===== config.mk =====
export PLATFORM = sky130hd
export DESIGN_NAME = input_conditioner
export DESIGN_NICKNAME = d
export VERILOG_FILES = /design/src/rtl/input_conditioner.sv
export SDC_FILE = /design/constraint.sdc
export NUM_CORES = 1
export LEC_CHECK = 0
export ABC_AREA = 1
export CELL_PAD_IN_SITES_DETAIL_PLACEMENT = 0
export CELL_PAD_IN_SITES_GLOBAL_PLACEMENT = 1
export CORE_AREA = 2 2 155 157
export CTS_CLUSTER_SIZE = 40
export DETAILED_ROUTE_END_ITERATION = 8
export DIE_AREA = 0 0 157 159
export PLACE_DENSITY = 0.53
export SYNTH_ARGS = -nofsm -noshare
export SYNTH_HDL_FRONTEND = slang
export SYNTH_SLANG_ARGS = --single-unit

===== constraint.sdc =====
create_clock -name clk -period 2.3 [get_ports clk]
set_clock_uncertainty 0.2 [all_clocks]
set_input_delay 0.46 -clock clk [delete_from_list [all_inputs] [get_ports clk]]
set_output_delay 0.46 -clock clk [all_outputs]
set_load 0.005 [all_outputs]

===== src/rtl/input_conditioner.sv =====
// Board-input front end: 2-flop sync, per-button debounce FSM with press strobe,
// and a shared-window debouncer that updates the switch bus atomically.
module input_conditioner #(
  parameter int unsigned N_BTN           = 2,
  parameter int unsigned N_SW            = 8,
  parameter int unsigned DEBOUNCE_CYCLES = 1_000_000
) (
  input  logic             clk,
  input  logic             rst_n,
  input  logic [N_BTN-1:0] btn_raw,
  input  logic [N_SW-1:0]  sw_raw,
  output logic [N_BTN-1:0] btn_level,
  output logic [N_BTN-1:0] btn_pulse,
  output logic [N_SW-1:0]  sw_stable
);

  localparam int unsigned CW = $clog2(DEBOUNCE_CYCLES);
  localparam logic [CW-1:0] CntMax = CW'(DEBOUNCE_CYCLES - 1);

  typedef enum logic [1:0] {
    StReleased,
    StPressChk,
    StPressed,
    StReleaseChk
  } btn_state_e;

  logic [N_BTN-1:0] btn_meta_q, btn_sync_q;
  logic [N_SW-1:0]  sw_meta_q, sw_sync_q;

  btn_state_e       state_q [N_BTN];
  btn_state_e       state_d [N_BTN];
  logic [CW-1:0]    cnt_q   [N_BTN];
  logic [CW-1:0]    cnt_d   [N_BTN];
  logic [N_BTN-1:0] level_q, level_d;
  logic [N_BTN-1:0] pulse_q, pulse_d;

  logic [N_SW-1:0]  sw_cand_q, sw_cand_d;
  logic [N_SW-1:0]  sw_stable_q, sw_stable_d;
  logic [CW-1:0]    scnt_q, scnt_d;

  // First synchroniser stage feeds nothing but the second stage.
  always_ff @(posedge clk or negedge rst_n) begin
    if (!rst_n) begin
      btn_meta_q <= '0;
      btn_sync_q <= '0;
      sw_meta_q  <= '0;
      sw_sync_q  <= '0;
    end else begin
      btn_meta_q <= btn_raw;
      btn_sync_q <= btn_meta_q;
      sw_meta_q  <= sw_raw;
      sw_sync_q  <= sw_meta_q;
    end
  end

  always_comb begin
    level_d = level_q;
    pulse_d = '0;
    for (int i = 0; i < int'(N_BTN); i++) begin
      state_d[i] = state_q[i];
      cnt_d[i]   = cnt_q[i];
      unique case (state_q[i])
        StReleased: begin
          if (btn_sync_q[i]) begin
            state_d[i] = StPressChk;
            cnt_d[i]   = '0;
          end
        end
        StPressChk: begin
          if (!btn_sync_q[i]) begin
            state_d[i] = StReleased;
          end else if (cnt_q[i] == CntMax) begin
            state_d[i] = StPressed;
            level_d[i] = 1'b1;
            pulse_d[i] = 1'b1;
          end else begin
            cnt_d[i] = cnt_q[i] + CW'(1);
          end
        end
        StPressed: begin
          if (!btn_sync_q[i]) begin
            state_d[i] = StReleaseChk;
            cnt_d[i]   = '0;
          end
        end
        StReleaseChk: begin
          if (btn_sync_q[i]) begin
            state_d[i] = StPressed;
          end else if (cnt_q[i] == CntMax) begin
            state_d[i] = StReleased;
            level_d[i] = 1'b0;
          end else begin
            cnt_d[i] = cnt_q[i] + CW'(1);
          end
        end
      endcase
    end
  end

  // Any change against the candidate restarts the window; the whole bus commits together.
  always_comb begin
    sw_cand_d   = sw_cand_q;
    sw_stable_d = sw_stable_q;
    scnt_d      = scnt_q;
    if (sw_sync_q != sw_cand_q) begin
      sw_cand_d = sw_sync_q;
      scnt_d    = '0;
    end else if (sw_cand_q != sw_stable_q) begin
      if (scnt_q == CntMax) begin
        sw_stable_d = sw_cand_q;
        scnt_d      = '0;
      end else begin
        scnt_d = scnt_q + CW'(1);
      end
    end else begin
      scnt_d = '0;
    end
  end

  always_ff @(posedge clk or negedge rst_n) begin
    if (!rst_n) begin
      for (int i = 0; i < int'(N_BTN); i++) begin
        state_q[i] <= StReleased;
        cnt_q[i]   <= '0;
      end
      level_q     <= '0;
      pulse_q     <= '0;
      sw_cand_q   <= '0;
      sw_stable_q <= '0;
      scnt_q      <= '0;
    end else begin
      for (int i = 0; i < int'(N_BTN); i++) begin
        state_q[i] <= state_d[i];
        cnt_q[i]   <= cnt_d[i];
      end
      level_q     <= level_d;
      pulse_q     <= pulse_d;
      sw_cand_q   <= sw_cand_d;
      sw_stable_q <= sw_stable_d;
      scnt_q      <= scnt_d;
    end
  end

  assign btn_level = level_q;
  assign btn_pulse = pulse_q;
  assign sw_stable = sw_stable_q;

endmodule


==> metrics.txt, run 1 <==
# TYPE chip_impl_metric gauge
chip_impl_info{name="outcome",value="complete, no violations"} 1
chip_impl_metric{name="antenna_cells_inserted",unit=""} 0
chip_impl_metric{name="period_share",unit="%"} 85.9
chip_impl_metric{name="detail-route-antenna-nets",unit=""} 0
chip_impl_metric{name="setup-tns-final",unit="ns"} 0
chip_impl_metric{name="worst_path_largest_cell_delay",unit="ns"} 0.55
chip_impl_info{name="crit_chain",value="clkdlybuf4s50_1"} 1
chip_impl_info{name="synth.area.top_cells",value="sky130_fd_sc_hd__dfrtp_1, sky130_fd_sc_hd__nand2_1, sky130_fd_sc_hd__nor2_1"} 1
chip_impl_metric{name="synth_top_cell_area_share",unit="%"} 49.1
chip_impl_info{name="ys.flop_type",value="sky130_fd_sc_hd__dfrtp_1"} 1
chip_impl_info{name="cpLargestDelayFamily",value="buffers and inverters"} 1
chip_impl_metric{name="fin_ws",unit="ns"} 0.325
chip_impl_metric{name="overflow",unit=""} 0
chip_impl_metric{name="die_width",unit="µm"} 157
chip_impl_metric{name="clkSinkCount",unit=""} 104
chip_impl_metric{name="dr.first_iter.drc_count",unit=""} 206
chip_impl_metric{name="first_global_vias",unit=""} 4109
chip_impl_metric{name="drv.max_cap_violation_count",unit=""} 0
chip_impl_metric{name="drt_wl_total",unit="mm"} 12.1
chip_impl_metric{name="dieHeight",unit="µm"} 159
chip_impl_metric{name="gp_routability_congestion",unit=""} 0.737
chip_impl_metric{name="worst_setup_hold_path_clk_slew",unit="ns"} 0.07
chip_impl_metric{name="placement.io_buffers",unit=""} 23
chip_impl_metric{name="wl_per_cell",unit="µm"} 11.9
chip_impl_metric{name="global_route_wire_length_before_repair",unit="mm"} 21.3
chip_impl_metric{name="postSynthRegisterBits",unit=""} 104
chip_impl_metric{name="rows",unit=""} 56
chip_impl_metric{name="clock.fmax",unit="MHz"} 506
chip_impl_info{name="rsz0062_at_grt",value="false"} 1
chip_impl_metric{name="track_usage",unit="%"} 10.5
chip_impl_metric{name="grt_start_max_net_pins",unit=""} 37
chip_impl_metric{name="synth.yosys.seq_area_share",unit="%"} 49.1
chip_impl_metric{name="setup_viol",unit=""} 0
chip_impl_metric{name="vdd_ir_drop_max",unit="mV"} 0.266
chip_impl_metric{name="wl_met2",unit="mm"} 5.34
chip_impl_info{name="synth.most_common_cell",value="sky130_fd_sc_hd__nand2_1"} 1
chip_impl_metric{name="clock_insertion_delay_worst_skew",unit="ns"} 0.35
chip_impl_metric{name="number_of_enable_type_register_cells_in_the_synthesized_netlist",unit=""} 0
chip_impl_metric{name="via_per_inst",unit=""} 4.00
chip_impl_info{name="dr.max_layer_used",value="met4"} 1
chip_impl_metric{name="drc",unit=""} 0
chip_impl_metric{name="detailroute.via_count",unit=""} 4056
chip_impl_metric{name="core_region_area",unit="mm²"} 0.0232
chip_impl_metric{name="die-area",unit="mm²"} 0.0250
chip_impl_info{name="yosysTopAreaCell",value="sky130_fd_sc_hd__dfrtp_1"} 1
chip_impl_metric{name="final-max-slew-violation-count",unit=""} 0
chip_impl_metric{name="post_route_cells_drive_above_1_share",unit="%"} 8.78
chip_impl_info{name="hold_class",value="register to register"} 1
chip_impl_metric{name="cts.repair.resized",unit=""} 0
chip_impl_metric{name="grt_antenna_before_repair",unit=""} 0
chip_impl_metric{name="synth-async-reset-ratio",unit="%"} 100
chip_impl_metric{name="timing.final.crit_period",unit="ns"} 1.97
chip_impl_metric{name="cts_made_buffers",unit=""} 9
chip_impl_metric{name="design.final.nets",unit=""} 705
chip_impl_metric{name="synth.avg_cell_area",unit="µm²"} 8.02
chip_impl_metric{name="drt-pass1-iter-count",unit=""} 4
chip_impl_metric{name="p_leak",unit="nW"} 2.68
chip_impl_metric{name="worst-path-max-fanout",unit=""} 4
chip_impl_info{name="timing_worst_setup_path_type",value="register to primary output"} 1
chip_impl_metric{name="crit_buf_inv",unit=""} 1
chip_impl_metric{name="detailed_place_hpwl",unit="mm"} 8.87
chip_impl_metric{name="warning_count_from_the_yosys_run",unit=""} 0
chip_impl_metric{name="io_pins",unit=""} 24
chip_impl_metric{name="timing.max_slew.rel_slack",unit="%"} 65.2
chip_impl_metric{name="detail_route.wirelength.met1",unit="mm"} 6.32
chip_impl_metric{name="worst_ep_required_time",unit="ns"} 1.64
chip_impl_metric{name="floorplan.initialDensity",unit="%"} 22.9
chip_impl_info{name="clockRootBuffer",value="sky130_fd_sc_hd__clkbuf_16"} 1
chip_impl_metric{name="synth.lib_cells_used.distinct",unit=""} 34
chip_impl_metric{name="met3_length",unit="µm"} 242
chip_impl_metric{name="cts_setup_buffers",unit=""} 0
chip_impl_metric{name="power_per_cell_area",unit="mW/mm²"} 589
chip_impl_metric{name="dp_slack",unit="ns"} 0.336
chip_impl_info{name="worstSetupStartpointType",value="register"} 1
chip_impl_info{name="ys_top_cells_by_count",value="sky130_fd_sc_hd__nand2_1, sky130_fd_sc_hd__dfrtp_1, sky130_fd_sc_hd__nor2_1"} 1
chip_impl_metric{name="placedInstanceArea",unit="mm²"} 0.00594
chip_impl_metric{name="cts_h_tree_lvls",unit=""} 3
chip_impl_metric{name="power",unit="mW"} 3.68
chip_impl_metric{name="fin_area",unit="mm²"} 0.00626
chip_impl_info{name="worst_path_max_delay_cell",value="sky130_fd_sc_hd__clkdlybuf4s50_1"} 1
chip_impl_metric{name="worstMarginPinSlew",unit="ns"} 0.522
chip_impl_info{name="crit_path_end_kind",value="primary output"} 1
chip_impl_metric{name="worstPathArrival",unit="ns"} 1.31
chip_impl_metric{name="area_delta_synth_final",unit="%"} 18.1
chip_impl_metric{name="postSynthCellCount",unit=""} 661
chip_impl_metric{name="synth_area",unit="mm²"} 0.00530
chip_impl_metric{name="clock_path_buffers",unit=""} 2
chip_impl_metric{name="ctsHoldBuffers",unit=""} 1
chip_impl_info{name="cts_tree",value="done"} 1
chip_impl_metric{name="hold_violation_total_from_the_final_report",unit=""} 0
chip_impl_metric{name="syn_nets",unit=""} 676
-- routing by layer --
| layer | vias up | global-route usage, % |
|---|---|---|
| li1 | 2115 | - |
| met3 | 10 | 2.26 |
| met2 | 36 | 16.2 |
| met5 | - | 0 |
| met1 | 1895 | 14.7 |
| met4 | 0 | 3.25 |
-- final timing paths --
path,start,endpoint,slack (ns),cells after the start
min reg2reg,sw_meta_q[3],sw_sync_q[3],0.15,0
min,sw_meta_q[3],sw_sync_q[3],0.15,0
max reg2reg,cnt_q[0],cnt_q[17],0.34,8
max,sw_stable[4],sw_stable[4],0.33,1
min in group asynchronous,rst_n,sw_sync_q[5],0.42,2
max in group asynchronous,rst_n,cnt_q[2],0.88,3
-- area by class of cell --
| class | count | area, µm² |
|---|---|---|
| Inverter | 77 | 289 |
| Clock buffer | 10 | 239 |
| Tap cell | 319 | 399 |
| Multi-Input combinational cell | 462 | 2300 |
| Timing Repair Buffer | 36 | 353 |
| Fill cell | 2527 | 16900 |
| Clock inverter | 6 | 75.1 |
| Sequential cell | 104 | 2600 |
-- report_power, final --
part	switching [mW]	internal, mW
Clock	0.733	0.890
Combinational	0.0993	0.0631
Sequential	0.0329	1.87
-- sequential cells by signal (all words and copies together) (netlist names), named ones only --
| signal | count |
|---|---|
| cnt_q | 40 |
| scnt_q | 20 |
| sw_cand_q | 8 |
| sw_meta_q | 8 |
| sw_stable | 8 |
| sw_sync_q | 8 |
| btn_level | 2 |
| btn_meta_q | 2 |
| btn_pulse | 2 |
| btn_sync_q | 2 |
| state_q | 2 |
-- through the flow --
stage	instances	hold slack, ns	utilization [%]
floorplan	661	-0.0356	-
global placement	997	0.132	25.6
detailed placement	997	0.136	25.6
CTS	1014	0.153	27.0
global route	1014	0.163	27.0
finish	1014	0.153	27.0
-- cell families after synthesis --
logic type                 after synthesis  share of synthesized area (%)
xor gates and xnor gates                43                           7.10
adders and majority gates                3                          0.708
and+or+nand+nor                        366                           30.1
AOI/OAI and AO/OA                       50                           5.50
buffers and inverters                   95                           7.50
DFF                                    104                           49.1
-- placed cells by master (no fill, tap or decap), drive strengths merged, types with 2 or more instances in the layout --
master / instances
nor3: 10
inv: 79
a21oi: 3
nor2: 98
nand2: 189
o21ai: 43
nand4: 13
clkdlybuf4s50: 22
xor2: 29
dfrtp: 104
clkinv: 2
ha: 3
clkbuf: 10
buf: 13
nand3: 54
xnor2: 14
No activity file was read; power rests on OpenSTA's default activity.
==> run 2: changes to the inputs <==
--- a/config.mk
+++ b/config.mk
@@ -12,6 +12,7 @@
 export CTS_CLUSTER_SIZE = 40
 export DETAILED_ROUTE_END_ITERATION = 8
 export DIE_AREA = 0 0 157 159
+export GPL_TIMING_DRIVEN = 0
 export PLACE_DENSITY = 0.53
 export SYNTH_ARGS = -nofsm -noshare
 export SYNTH_HDL_FRONTEND = slang
==> metrics.txt, run 2 (same netlist as run 1, synthesis figures left out) <==
# TYPE chip_impl_metric gauge
chip_impl_info{name="cts_tree",value="done"} 1
chip_impl_metric{name="rows",unit=""} 56
chip_impl_metric{name="design.final.nets",unit=""} 712
chip_impl_metric{name="power_per_cell_area",unit="mW/mm²"} 583
chip_impl_info{name="regMostFlops",value="cnt_q"} 1
chip_impl_metric{name="track_usage",unit="%"} 10.6
chip_impl_metric{name="setup_viol",unit=""} 0
chip_impl_metric{name="period_share",unit="%"} 88.5
chip_impl_metric{name="clkSinkCount",unit=""} 104
chip_impl_info{name="timing_worst_setup_path_type",value="register to register"} 1
chip_impl_info{name="crit_path_end_kind",value="register"} 1
chip_impl_metric{name="drc",unit=""} 0
chip_impl_metric{name="worstMarginPinSlew",unit="ns"} 0.448
chip_impl_metric{name="grt_start_max_net_pins",unit=""} 69
chip_impl_info{name="hold_path_startpoint",value="sw_meta_q[3]"} 1
chip_impl_metric{name="cts_h_tree_lvls",unit=""} 3
chip_impl_info{name="crit_chain",value="ha_1 > nand3_1 > nor3_2 > nand3_2 > nand3_4 > buf_2 > o21ai_0"} 1
chip_impl_info{name="worstSetupStartpointType",value="register"} 1
chip_impl_metric{name="finalCoreUtilization",unit="%"} 27.1
chip_impl_info{name="reg.largest.list",value="cnt_q x40, scnt_q x20"} 1
chip_impl_metric{name="p_switching",unit="µW"} 880
chip_impl_metric{name="dieHeight",unit="µm"} 159
chip_impl_metric{name="area_delta_synth_final",unit="%"} 18.3
chip_impl_metric{name="die-area",unit="mm²"} 0.0250
chip_impl_metric{name="clock_path_buffers",unit=""} 2
chip_impl_metric{name="io_pins",unit=""} 24
chip_impl_metric{name="number_of_flip_flops_in_the_largest_register",unit=""} 40
chip_impl_metric{name="first_global_vias",unit=""} 4034
chip_impl_metric{name="worst-r2r-cell-count",unit=""} 7
chip_impl_metric{name="fillers",unit=""} 2533
chip_impl_metric{name="timing.max_slew.rel_slack",unit="%"} 69.9
chip_impl_metric{name="power.clock.fraction",unit="%"} 43.5
chip_impl_metric{name="timing.final.crit_period",unit="ns"} 2.03
chip_impl_metric{name="antenna_cells_inserted",unit=""} 0
chip_impl_info{name="worst_path_max_delay_cell",value="sky130_fd_sc_hd__dfrtp_1"} 1
chip_impl_info{name="layout_commonest_cell",value="sky130_fd_sc_hd__nand2_1"} 1
chip_impl_metric{name="crit_buf_inv",unit=""} 1
chip_impl_metric{name="post_layout_cell_count",unit=""} 1020
chip_impl_info{name="outcome",value="complete, no violations"} 1
chip_impl_info{name="layout_common_cells",value="sky130_fd_sc_hd__nand2_1, sky130_fd_sc_hd__dfrtp_1, sky130_fd_sc_hd__nor2_1"} 1
chip_impl_metric{name="cts_made_buffers",unit=""} 9
chip_impl_metric{name="comb_power_share",unit="%"} 4.6
chip_impl_metric{name="final-max-slew-violation-count",unit=""} 0
chip_impl_metric{name="core_region_area",unit="mm²"} 0.0232
chip_impl_metric{name="hold_violation_total_from_the_final_report",unit=""} 0
chip_impl_metric{name="post_route_cells_drive_above_1_share",unit="%"} 8.42
chip_impl_metric{name="p_seq_share",unit="%"} 51.9
chip_impl_metric{name="drt_wl_total",unit="mm"} 12.1
chip_impl_metric{name="place_inst",unit=""} 1004
chip_impl_metric{name="overflow",unit=""} 0
chip_impl_metric{name="intPower",unit="mW"} 2.78
chip_impl_metric{name="detailroute.via_count",unit=""} 4029
chip_impl_metric{name="p_leak",unit="nW"} 2.68
chip_impl_metric{name="detail-route-antenna-nets",unit=""} 0
chip_impl_info{name="hold_class",value="register to register"} 1
chip_impl_metric{name="detailed_place_hpwl",unit="mm"} 8.71
chip_impl_metric{name="cts_setup_buffers",unit=""} 0
chip_impl_metric{name="worst_path_largest_cell_delay",unit="ns"} 0.39
chip_impl_metric{name="clock.fmax",unit="MHz"} 491
chip_impl_metric{name="grt_antenna_before_repair",unit=""} 0
chip_impl_metric{name="via_per_inst",unit=""} 3.95
chip_impl_metric{name="hold-path-cell-count",unit=""} 0
chip_impl_metric{name="vdd_ir_drop_max",unit="mV"} 0.400
chip_impl_metric{name="clock_insertion_delay_worst_skew",unit="ns"} 0.35
chip_impl_metric{name="die_width",unit="µm"} 157
chip_impl_metric{name="drv.max_cap_violation_count",unit=""} 0
chip_impl_info{name="worst_hold_path.endpoint",value="sw_sync_q[3]"} 1
chip_impl_info{name="rsz0062_at_grt",value="false"} 1
chip_impl_info{name="r2r_end",value="cnt_q[7]"} 1
chip_impl_metric{name="gp_routability_congestion",unit=""} 0.753
chip_impl_metric{name="worst_ep_required_time",unit="ns"} 2.33
chip_impl_metric{name="swShare",unit="%"} 24.0
chip_impl_metric{name="worst_setup_hold_path_clk_slew",unit="ns"} 0.08
chip_impl_metric{name="worstPathArrival",unit="ns"} 2.06
chip_impl_metric{name="global_route_wire_length_before_repair",unit="mm"} 21.0
chip_impl_metric{name="placement.io_buffers",unit=""} 23
chip_impl_metric{name="dr.first_iter.drc_count",unit=""} 167
chip_impl_metric{name="floorplan.initialDensity",unit="%"} 22.9
chip_impl_metric{name="worst-path-max-fanout",unit=""} 10
chip_impl_metric{name="drt-pass1-iter-count",unit=""} 4
chip_impl_info{name="reg2reg_from",value="cnt_q[0]"} 1
chip_impl_info{name="cpLargestDelayFamily",value="simple AND/OR/NAND/NOR gates"} 1
chip_impl_metric{name="rrSetupSlack",unit="ns"} 0.27
chip_impl_metric{name="setup-tns-final",unit="ns"} 0
chip_impl_info{name="clockRootBuffer",value="sky130_fd_sc_hd__clkbuf_16"} 1
chip_impl_metric{name="wl_per_cell",unit="µm"} 11.9
-- run 2: worst max path at each step --
stage            endpoint      start  cells after the start
3_5_place_dp    cnt_q[16]   cnt_q[0]                      7
5_1_grt          cnt_q[8]   cnt_q[0]                      7
2_1_floorplan  scnt_q[12]  scnt_q[0]                      9
3_3_place_gp    cnt_q[37]      rst_n                      1
4_1_cts          cnt_q[7]   cnt_q[0]                      7
6_report         cnt_q[7]   cnt_q[0]                      7
-- run 2: per-layer routing --
layer	GRT usage [%]	vias up	part of all wire, %
met5	0	-	0
met1	14.8	1852	51
li1	-	2131	-
met3	2.18	13	2.2
met2	16.5	33	46
met4	3.00	0	1.3
-- run 2: power by group through the flow --
stage	Sequential, mW	Combinational (mW)	Clock (mW)
5_1_grt	1.91	0.198	1.72
3_3_place_gp	1.94	0.170	0
4_1_cts	1.90	0.178	1.66
3_5_place_dp	1.94	0.175	0
2_1_floorplan	1.93	0.0839	0
6_report	1.90	0.168	1.59
-- run 2: layout make-up --
| class | instances | area, µm² | share of cell area [%] |
|---|---|---|---|
| Buffer | 18 | 109 | 1.74 |
| Clock buffer | 9 | 225 | 3.59 |
| Clock inverter | 6 | 70.1 | 1.12 |
| Inverter | 77 | 289 | 4.61 |
| Multi-Input combinational cell | 462 | 2310 | 36.8 |
| Sequential cell | 104 | 2600 | 41.5 |
| Tap cell | 319 | 399 | 6.36 |
| Timing Repair Buffer | 25 | 269 | 4.29 |
-- run 2: per-stage QoR --
| stage | setup WS, ns | hold slack, ns | power [mW] | instance area [µm²] |
|---|---|---|---|---|
| floorplan | 0.620 | -0.0356 | 2.01 | 5300 |
| global placement | -3.82 | 0.132 | 2.11 | 5930 |
| finish | 0.265 | 0.151 | 3.66 | 6270 |
| CTS | 0.165 | 0.153 | 3.74 | 6270 |
| detailed placement | 0.188 | 0.135 | 2.11 | 5960 |
| global route | 0.0341 | 0.155 | 3.83 | 6270 |
-- run 2: timing repair --
action / CTS / global route
gates resized for setup: 0 / 1
hold buffers: 1 / 0
endpoints found under the setup margin: 0 / 6
hold endpoints to repair: 36 / 0
